$ cat src/rtl/key_matrix_responder.sv
// key_matrix_responder: 4x4 keypad emulator that answers a scanner's row drive.
// Build option KEY_BOUNCE_EN adds press/release contact bounce phases.
module key_matrix_responder #(
  parameter int HOLD_W     = 24,
  parameter int BOUNCE_CYC = 2000,
  parameter int TOGGLE_DIV = 37
) (
  input  logic              clk,
  input  logic              rst,
  input  logic              cmd_vld,
  output logic              cmd_rdy,
  input  logic [3:0]        cmd_key,
  input  logic [HOLD_W-1:0] cmd_hold,
  input  logic [3:0]        key_row,
  output logic [3:0]        key_col,
  output logic              busy,
  output logic              done
);

  typedef enum logic [2:0] {
    S_IDLE,
    S_BIN,
    S_HOLD,
    S_BOUT,
    S_DONE
  } state_t;

  state_t            state;
  state_t            state_nx;
  logic [3:0]        key_q;
  logic [HOLD_W-1:0] hold_cnt;
  logic              contact;
  logic              accept;
  logic              hold_last;

  assign accept    = cmd_vld && cmd_rdy;
  assign hold_last = hold_cnt == HOLD_W'(1);

`ifdef KEY_BOUNCE_EN
  localparam int BW = $clog2(BOUNCE_CYC + 1);
  localparam int TW = (TOGGLE_DIV > 1) ? $clog2(TOGGLE_DIV) : 1;

  logic [BW-1:0] bnc_cnt;
  logic [TW-1:0] tgl_cnt;
  logic          bnc_last;
  logic          tgl_last;

  assign bnc_last = bnc_cnt == BW'(BOUNCE_CYC - 1);
  assign tgl_last = tgl_cnt == TW'(TOGGLE_DIV - 1);
`endif

  always_comb begin
    state_nx = state;
    unique case (state)
`ifdef KEY_BOUNCE_EN
      S_IDLE: if (accept)    state_nx = S_BIN;
      S_BIN:  if (bnc_last)  state_nx = S_HOLD;
      S_HOLD: if (hold_last) state_nx = S_BOUT;
      S_BOUT: if (bnc_last)  state_nx = S_DONE;
`else
      S_IDLE: if (accept)    state_nx = S_HOLD;
      S_HOLD: if (hold_last) state_nx = S_DONE;
`endif
      S_DONE:  state_nx = S_IDLE;
      default: state_nx = S_IDLE;
    endcase
  end

  always_ff @(posedge clk) begin
    if (rst) begin
      state   <= S_IDLE;
      cmd_rdy <= 1'b1;
      busy    <= 1'b0;
      done    <= 1'b0;
    end else begin
      state   <= state_nx;
      cmd_rdy <= state_nx == S_IDLE;
      busy    <= state_nx != S_IDLE;
      done    <= state_nx == S_DONE;
    end
  end

  // hold count of zero is stretched to one cycle
  always_ff @(posedge clk) begin
    if (rst) begin
      key_q    <= '0;
      hold_cnt <= '0;
    end else if (accept) begin
      key_q    <= cmd_key;
      hold_cnt <= (cmd_hold == '0) ? HOLD_W'(1) : cmd_hold;
    end else if (state == S_HOLD && !hold_last) begin
      hold_cnt <= hold_cnt - 1'b1;
    end
  end

`ifdef KEY_BOUNCE_EN
  always_ff @(posedge clk) begin
    if (rst) begin
      contact <= 1'b0;
      bnc_cnt <= '0;
      tgl_cnt <= '0;
    end else if (state_nx != state) begin
      contact <= (state_nx == S_BIN) || (state_nx == S_HOLD);
      bnc_cnt <= '0;
      tgl_cnt <= '0;
    end else if (state == S_BIN || state == S_BOUT) begin
      if (!bnc_last) bnc_cnt <= bnc_cnt + 1'b1;
      if (tgl_last) begin
        tgl_cnt <= '0;
        contact <= ~contact;
      end else begin
        tgl_cnt <= tgl_cnt + 1'b1;
      end
    end
  end
`else
  localparam int unused_cfg = BOUNCE_CYC + TOGGLE_DIV;

  always_ff @(posedge clk) begin
    if (rst) contact <= 1'b0;
    else     contact <= state_nx == S_HOLD;
  end
`endif

  always_ff @(posedge clk) begin
    if (rst)
      key_col <= 4'hF;
    else if (contact && !key_row[key_q[3:2]])
      key_col <= ~(4'b0001 << key_q[1:0]);
    else
      key_col <= 4'hF;
  end

endmodule

$ cat config.mk
export PLATFORM = sky130hd
export DESIGN_NAME = key_matrix_responder
export DESIGN_NICKNAME = d
export VERILOG_FILES = /design/src/rtl/key_matrix_responder.sv
export SDC_FILE = /design/constraint.sdc
export NUM_CORES = 1
export LEC_CHECK = 0
export ABC_AREA = 1
export BUFFER_PORTS_ARGS = -buffer_cell sky130_fd_sc_hd__clkbuf_2
export CAP_MARGIN = 20
export CORE_MARGIN = 3
export CORE_UTILIZATION = 55
export DETAILED_ROUTE_END_ITERATION = 7
export PLACE_DENSITY = 0.79
export SYNTH_ARGS = -nofsm -noshare
export SYNTH_HDL_FRONTEND = slang
export SYNTH_SLANG_ARGS = --single-unit
export TNS_END_PERCENT = 5
$ cat constraint.sdc
create_clock -name clk -period 3.8 [get_ports clk]
set_clock_uncertainty 0.15 [all_clocks]
set_input_delay 0 -clock clk [delete_from_list [all_inputs] [get_ports clk]]
set_output_delay 0 -clock clk [all_outputs]
set_load 0.05 [all_outputs]
# --- Yosys cells after proc, flatten, opt, wreduce, memory -nomap -nowiden ---
# Cells that the tools add are included.
op_classes:
  n_addsub: 1
  n_mul: 0
  div: 0
  magnitude_cmp: 1
  n_eq_ne: 4
  shift: 1
  muxes: 8
  bitwise: 2
  n_reduce_logical: 11
ops:
  columns: ["cell", "count"]
  rows:
  - ["$mux 24", 3]
  - ["$eq 24x1->1 const B", 1]
  - ["$logic_not 24->1", 1]
  - ["$sub 24x1->24 const B", 1]
  - ["$eq 3x2->1 const B", 2]
  - ["$logic_not 3->1", 2]
  - ["$mux 3", 2]
  - ["$pmux 3 s2", 1]
  - ["$not 4->4", 1]
  - ["$shl 1x2->4 const A", 1]
  - ["$eq 3x3->1 const B", 1]
  - ["$logic_and 1x1->1", 3]
  - ["$lt 2x3->1 const B", 1]
  - ["$reduce_bool 3->1", 1]
  - ["$bmux 1 s2", 1]
  - ["$logic_not 1->1", 2]
  - ["$reduce_bool 2->1", 1]
  - ["$reduce_or 2->1", 1]
  - ["$mux 1", 1]
  - ["$not 1->1", 1]
word_totals:
  register_bits: 39
  latchBits: 0
  mem_bits_rw: 0
  rom_bits: 0
  in_bits: 35
  out_inout_bits: 7
  word_cells: 36
  memories: 0

# --- Longest topological paths before layout ---
depth:
  word_depth: 6
  mapped_depth: 12

# --- Worst setup path before layout ---
# No wires, ideal clock.
synth_path:
  path_kind: "flip-flop to flip-flop"
  start: "register cmd_rdy"
  end: "register hold_cnt[1]"
  setup_ps: 113
  arrival_time_ps: 1564
  t_required_ps: 3537
  slack_ps: 1973
  stages_incl_launch_ff: 7
  cell_sequence: "dfxtp_1 nand2_1 clkinv_1 clkbuf_1 o21ai_0 nor2_1 nor2_1"
synth_between:
  elab_chain_cells: 2
synth_lines:
  columns: ["element", "line_no", "source"]
  rows:
  - ["from (decl)", "11", "output logic cmd_rdy,"]
  - ["from (signal assigned)", "72", "cmd_rdy <= 1'b1;"]
  - ["from (signal assigned)", "77", "cmd_rdy <= state_nx == S_IDLE;"]
  - ["$logic_and 1x1->1 *", "36", "assign accept = cmd_vld && cmd_rdy;"]
  - ["$mux 24 / $reduce_bool 2->1 (equally long branches)", null, null]
  - ["to (signal assigned)", "90", "hold_cnt <= (cmd_hold == '0) ? HOLD_W'(1) : cmd_hold;"]
  - ["to (signal assigned)", "92", "hold_cnt <= hold_cnt - 1'b1;"]
  - ["to (decl)", "31", "logic [HOLD_W-1:0] hold_cnt;"]
# Every way passes the cells marked *; elsewhere a longest branch is shown, timed or not.
# A chain may end at the register's enable or synchronous reset.

# --- Worst setup path after layout ---
layout_path:
  start: "register cmd_rdy"
  end: "register hold_cnt[16]"
# The elaborated chain is that of the path after synthesis.

==> results by group <==
Outcome
  • Outcome: finished, final reports clean

Floorplanning
  • Overall die width: 71.5 µm
  • Full die area: 5110 µm²
  • Row Count: 23
  • Core area: 4060 µm²
  • Die height: 71.5 µm
  • I/O pins: 42
  • Initial core utilization: 58.1%

Synth
  • Async set-reset flop share out of synthesis: 0%
  • Seq/Total Area, Yosys: 33.1%
  • YS warnings: 0
  • Ys flop type: dfxtp_1
  • Netlist Area Pre-Place: 2360 µm²
  • Synth unique cells: 31
  • Yosys reg bits: 39
  • Syn Inst Count: 388
  • Syn avg cell area: 6.07 µm²
  • Syn_nets: 425
  • Post-synth EDFFs: 0

Min path
  • WHS Path Cells: 5
  • HP Start: key_row[2]
  • WHS Endpoint: key_col[2]
  • Class of the worst hold path: input pin to flop

Timing
  • Relative slew slack: 51.8%
  • Endpoints failing setup: 0
  • Slew Viols, Final: 0
  • RSZ-0062 raised after global routing: no
  • Setup TNS: 0 ps
  • Tcrit/Tclk final: 70.6%
  • Worst Tran Pin Value: 719 ps
  • Peak clock frequency supported by timing: 373 MHz
  • Fin crit period: 2680 ps
  • Fin. Hold Viols: 0
  • Fin worst setup slack: 1120 ps

Finish
  • ANT cells: 0
  • Final net count: 500
  • Commonest non-fill, non-tap cells in the layout: nand2_1, nor2_1, clkbuf_2
  • Fin area: 3020 µm²
  • Most common cell after layout, fill and taps aside: nand2_1
  • Share of layout cells above drive strength 1: 13.6%
  • Area growth syn-to-layout: 28.2%

Setup path
  • Worst r2r src: cmd_rdy
  • CP Data Arrival Time: 2700 ps
  • Kind of end point of the critical path: flop
  • Worst Path Required: 3820 ps
  • Path depth of the worst reg2reg path: 8
  • Largest fanout on the critical path: 33
  • Crit Reg-Reg Endpoint: hold_cnt[16]
  • WS Path Type: flop to flop
  • Reg2Reg Setup Slack: 1120 ps
  • Startpoint Class: flop

Drt
  • DR WL/cell: 12.7 µm
  • DRC violations left: 0
  • Via count: 2701
  • Post-Route WL: 6.50 mm
  • Pre-antenna DRT Iters: 5
  • Starting DRT DRC Count: 197
  • Antenna violation net count after detailed routing: 0
  • Vias per cell: 5.27

Placed design
  • Post-DP HPWL: 4.31 mm
  • Routability cong.: 0.843
  • Post-Place Setup Slack: 1580 ps
  • Total cell area at the placement stage: 2560 µm²
  • Buffers on Ports: 41

CTS
  • CTS tree: done
  • CTS Root Buffer Type: clkbuf_8
  • Clock Pin Slew Worst Setup and Hold Paths: 80 ps
  • Htree depth: 2
  • Worst-Skew Late Latency: 290 ps
  • Post-CTS setup buffer count: 0
  • Total CTS buffers: 5
  • CTS Sinks: 39
  • Cts hold-fix bufs: 37
  • Max Buffers Root-to-Sink: 2
  • Post-CTS resize count: 0

Global route
  • First-pass GRT wire length: 11.1 mm
  • Initial antenna violation count: 0
  • Total GRT Usage: 26.9%
  • Vias in the first global route: 2538
  • Overflow after GRT: 0
  • Largest net degree at the start of global routing: 34

Pwr
  • Clock power frac: 26.1%
  • Share of power burned in registers: 43.2%
  • Tot Pwr: 0.00109 W
  • Worst ir drop on vdd: 0.324 mV
  • Cell leakage power: 1.44 nW
  • Comb pwr share: 30.7%
  • Int Pwr: 0.000709 W
  • Switching share of power: 35.0%
  • Pwr/cell area: 361 nW/µm²
  • Psw: 0.000382 W

Run
  • Max cap viols: 0
==> flip-flops by register name, summed over array words and instances (netlist names) <==
register,count
hold_cnt,24
key_col,4
done,1
contact,1
busy,1
cmd_rdy,1
key_q,4
state,3
==> kinds of logic after synthesis <==
group	synth area share [%]
and+or+nand+nor	44.6
AOI/OAI and AO/OA	10.5
buffers and inverters	8.34
DFF	33.1
xor gates and xnor gates	2.23
adders and majority gates	1.06
other	0.159
==> worst max-delay path, cell delays in order, from the launching register on <==
cell	delay, ps
dfxtp_1	320
nand2_1	50
buf_4	330
clkinv_1	680
nand2_1	250
nand2_1	80
nand2_1	70
a21oi_1	60
dlygate4sd3_1	570
==> synthesized netlist by cell type, drive strengths merged (2+ instances only) <==
library cell	instances	area, µm²
a21oi	15	75.1
buf	5	46.3
clkbuf	6	22.5
dfxtp	39	781
ha	2	25.0
inv	33	124
nand2	108	425
nand3	33	170
nand4	7	43.8
nor2	94	375
nor3	2	10.0
nor4	2	18.8
o21ai	31	155
xnor2	3	26.3
xor2	3	26.3
==> layer usage <==
layer / up-vias / share of wire [%] / GRT usage (%)
met5: - / 0 / 0
met4: 0 / 1.4 / 8.35
met3: 11 / 6.0 / 5.19
met2: 91 / 49 / 45.4
met1: 1215 / 44 / 34.8
li1: 1384 / - / -
==> layout make-up <==
cell class	count	area, µm²
Sequential cell	39	781
Timing Repair Buffer	79	583
Tap cell	50	62.6
Fill cell	313	1040
Clock inverter	1	5.00
Inverter	34	128
Multi-Input combinational cell	304	1380
Clock buffer	6	82.6
==> metrics by stage <==
| step | hold slack (ps) | instances | utilization (%) |
|---|---|---|---|
| 2_1_floorplan | -71.8 | 388 | - |
| 5_1_grt | 81.7 | 513 | 74.4 |
| 4_1_cts | 2.31 | 513 | 74.4 |
| 3_3_place_gp | 131 | 469 | 63.2 |
| 6_report | 21.4 | 513 | 74.4 |
| 3_5_place_dp | 138 | 469 | 63.2 |
==> power by group through the flow <==
stage | registers [W] | clock network, W | logic, W
6_report | 0.000471 | 0.000285 | 0.000335
4_1_cts | 0.000470 | 0.000289 | 0.000328
3_5_place_dp | 0.000479 | 0 | 0.000297
2_1_floorplan | 0.000477 | 0 | 0.000229
5_1_grt | 0.000475 | 0.000303 | 0.000382
3_3_place_gp | 0.000479 | 0 | 0.000292
==> worst max path at each step <==
stage / start / to / slack [ps] / depth (start not counted)
floorplan: cmd_rdy / hold_cnt[1] / 1970 / 6
global placement: cmd_rdy / hold_cnt[0] / 1640 / 7
detailed placement: cmd_rdy / hold_cnt[0] / 1580 / 7
CTS: cmd_rdy / hold_cnt[16] / 1160 / 8
global route: cmd_rdy / hold_cnt[16] / 820 / 8
finish: cmd_rdy / hold_cnt[16] / 1120 / 8
(Power assumes the default switching activity.)
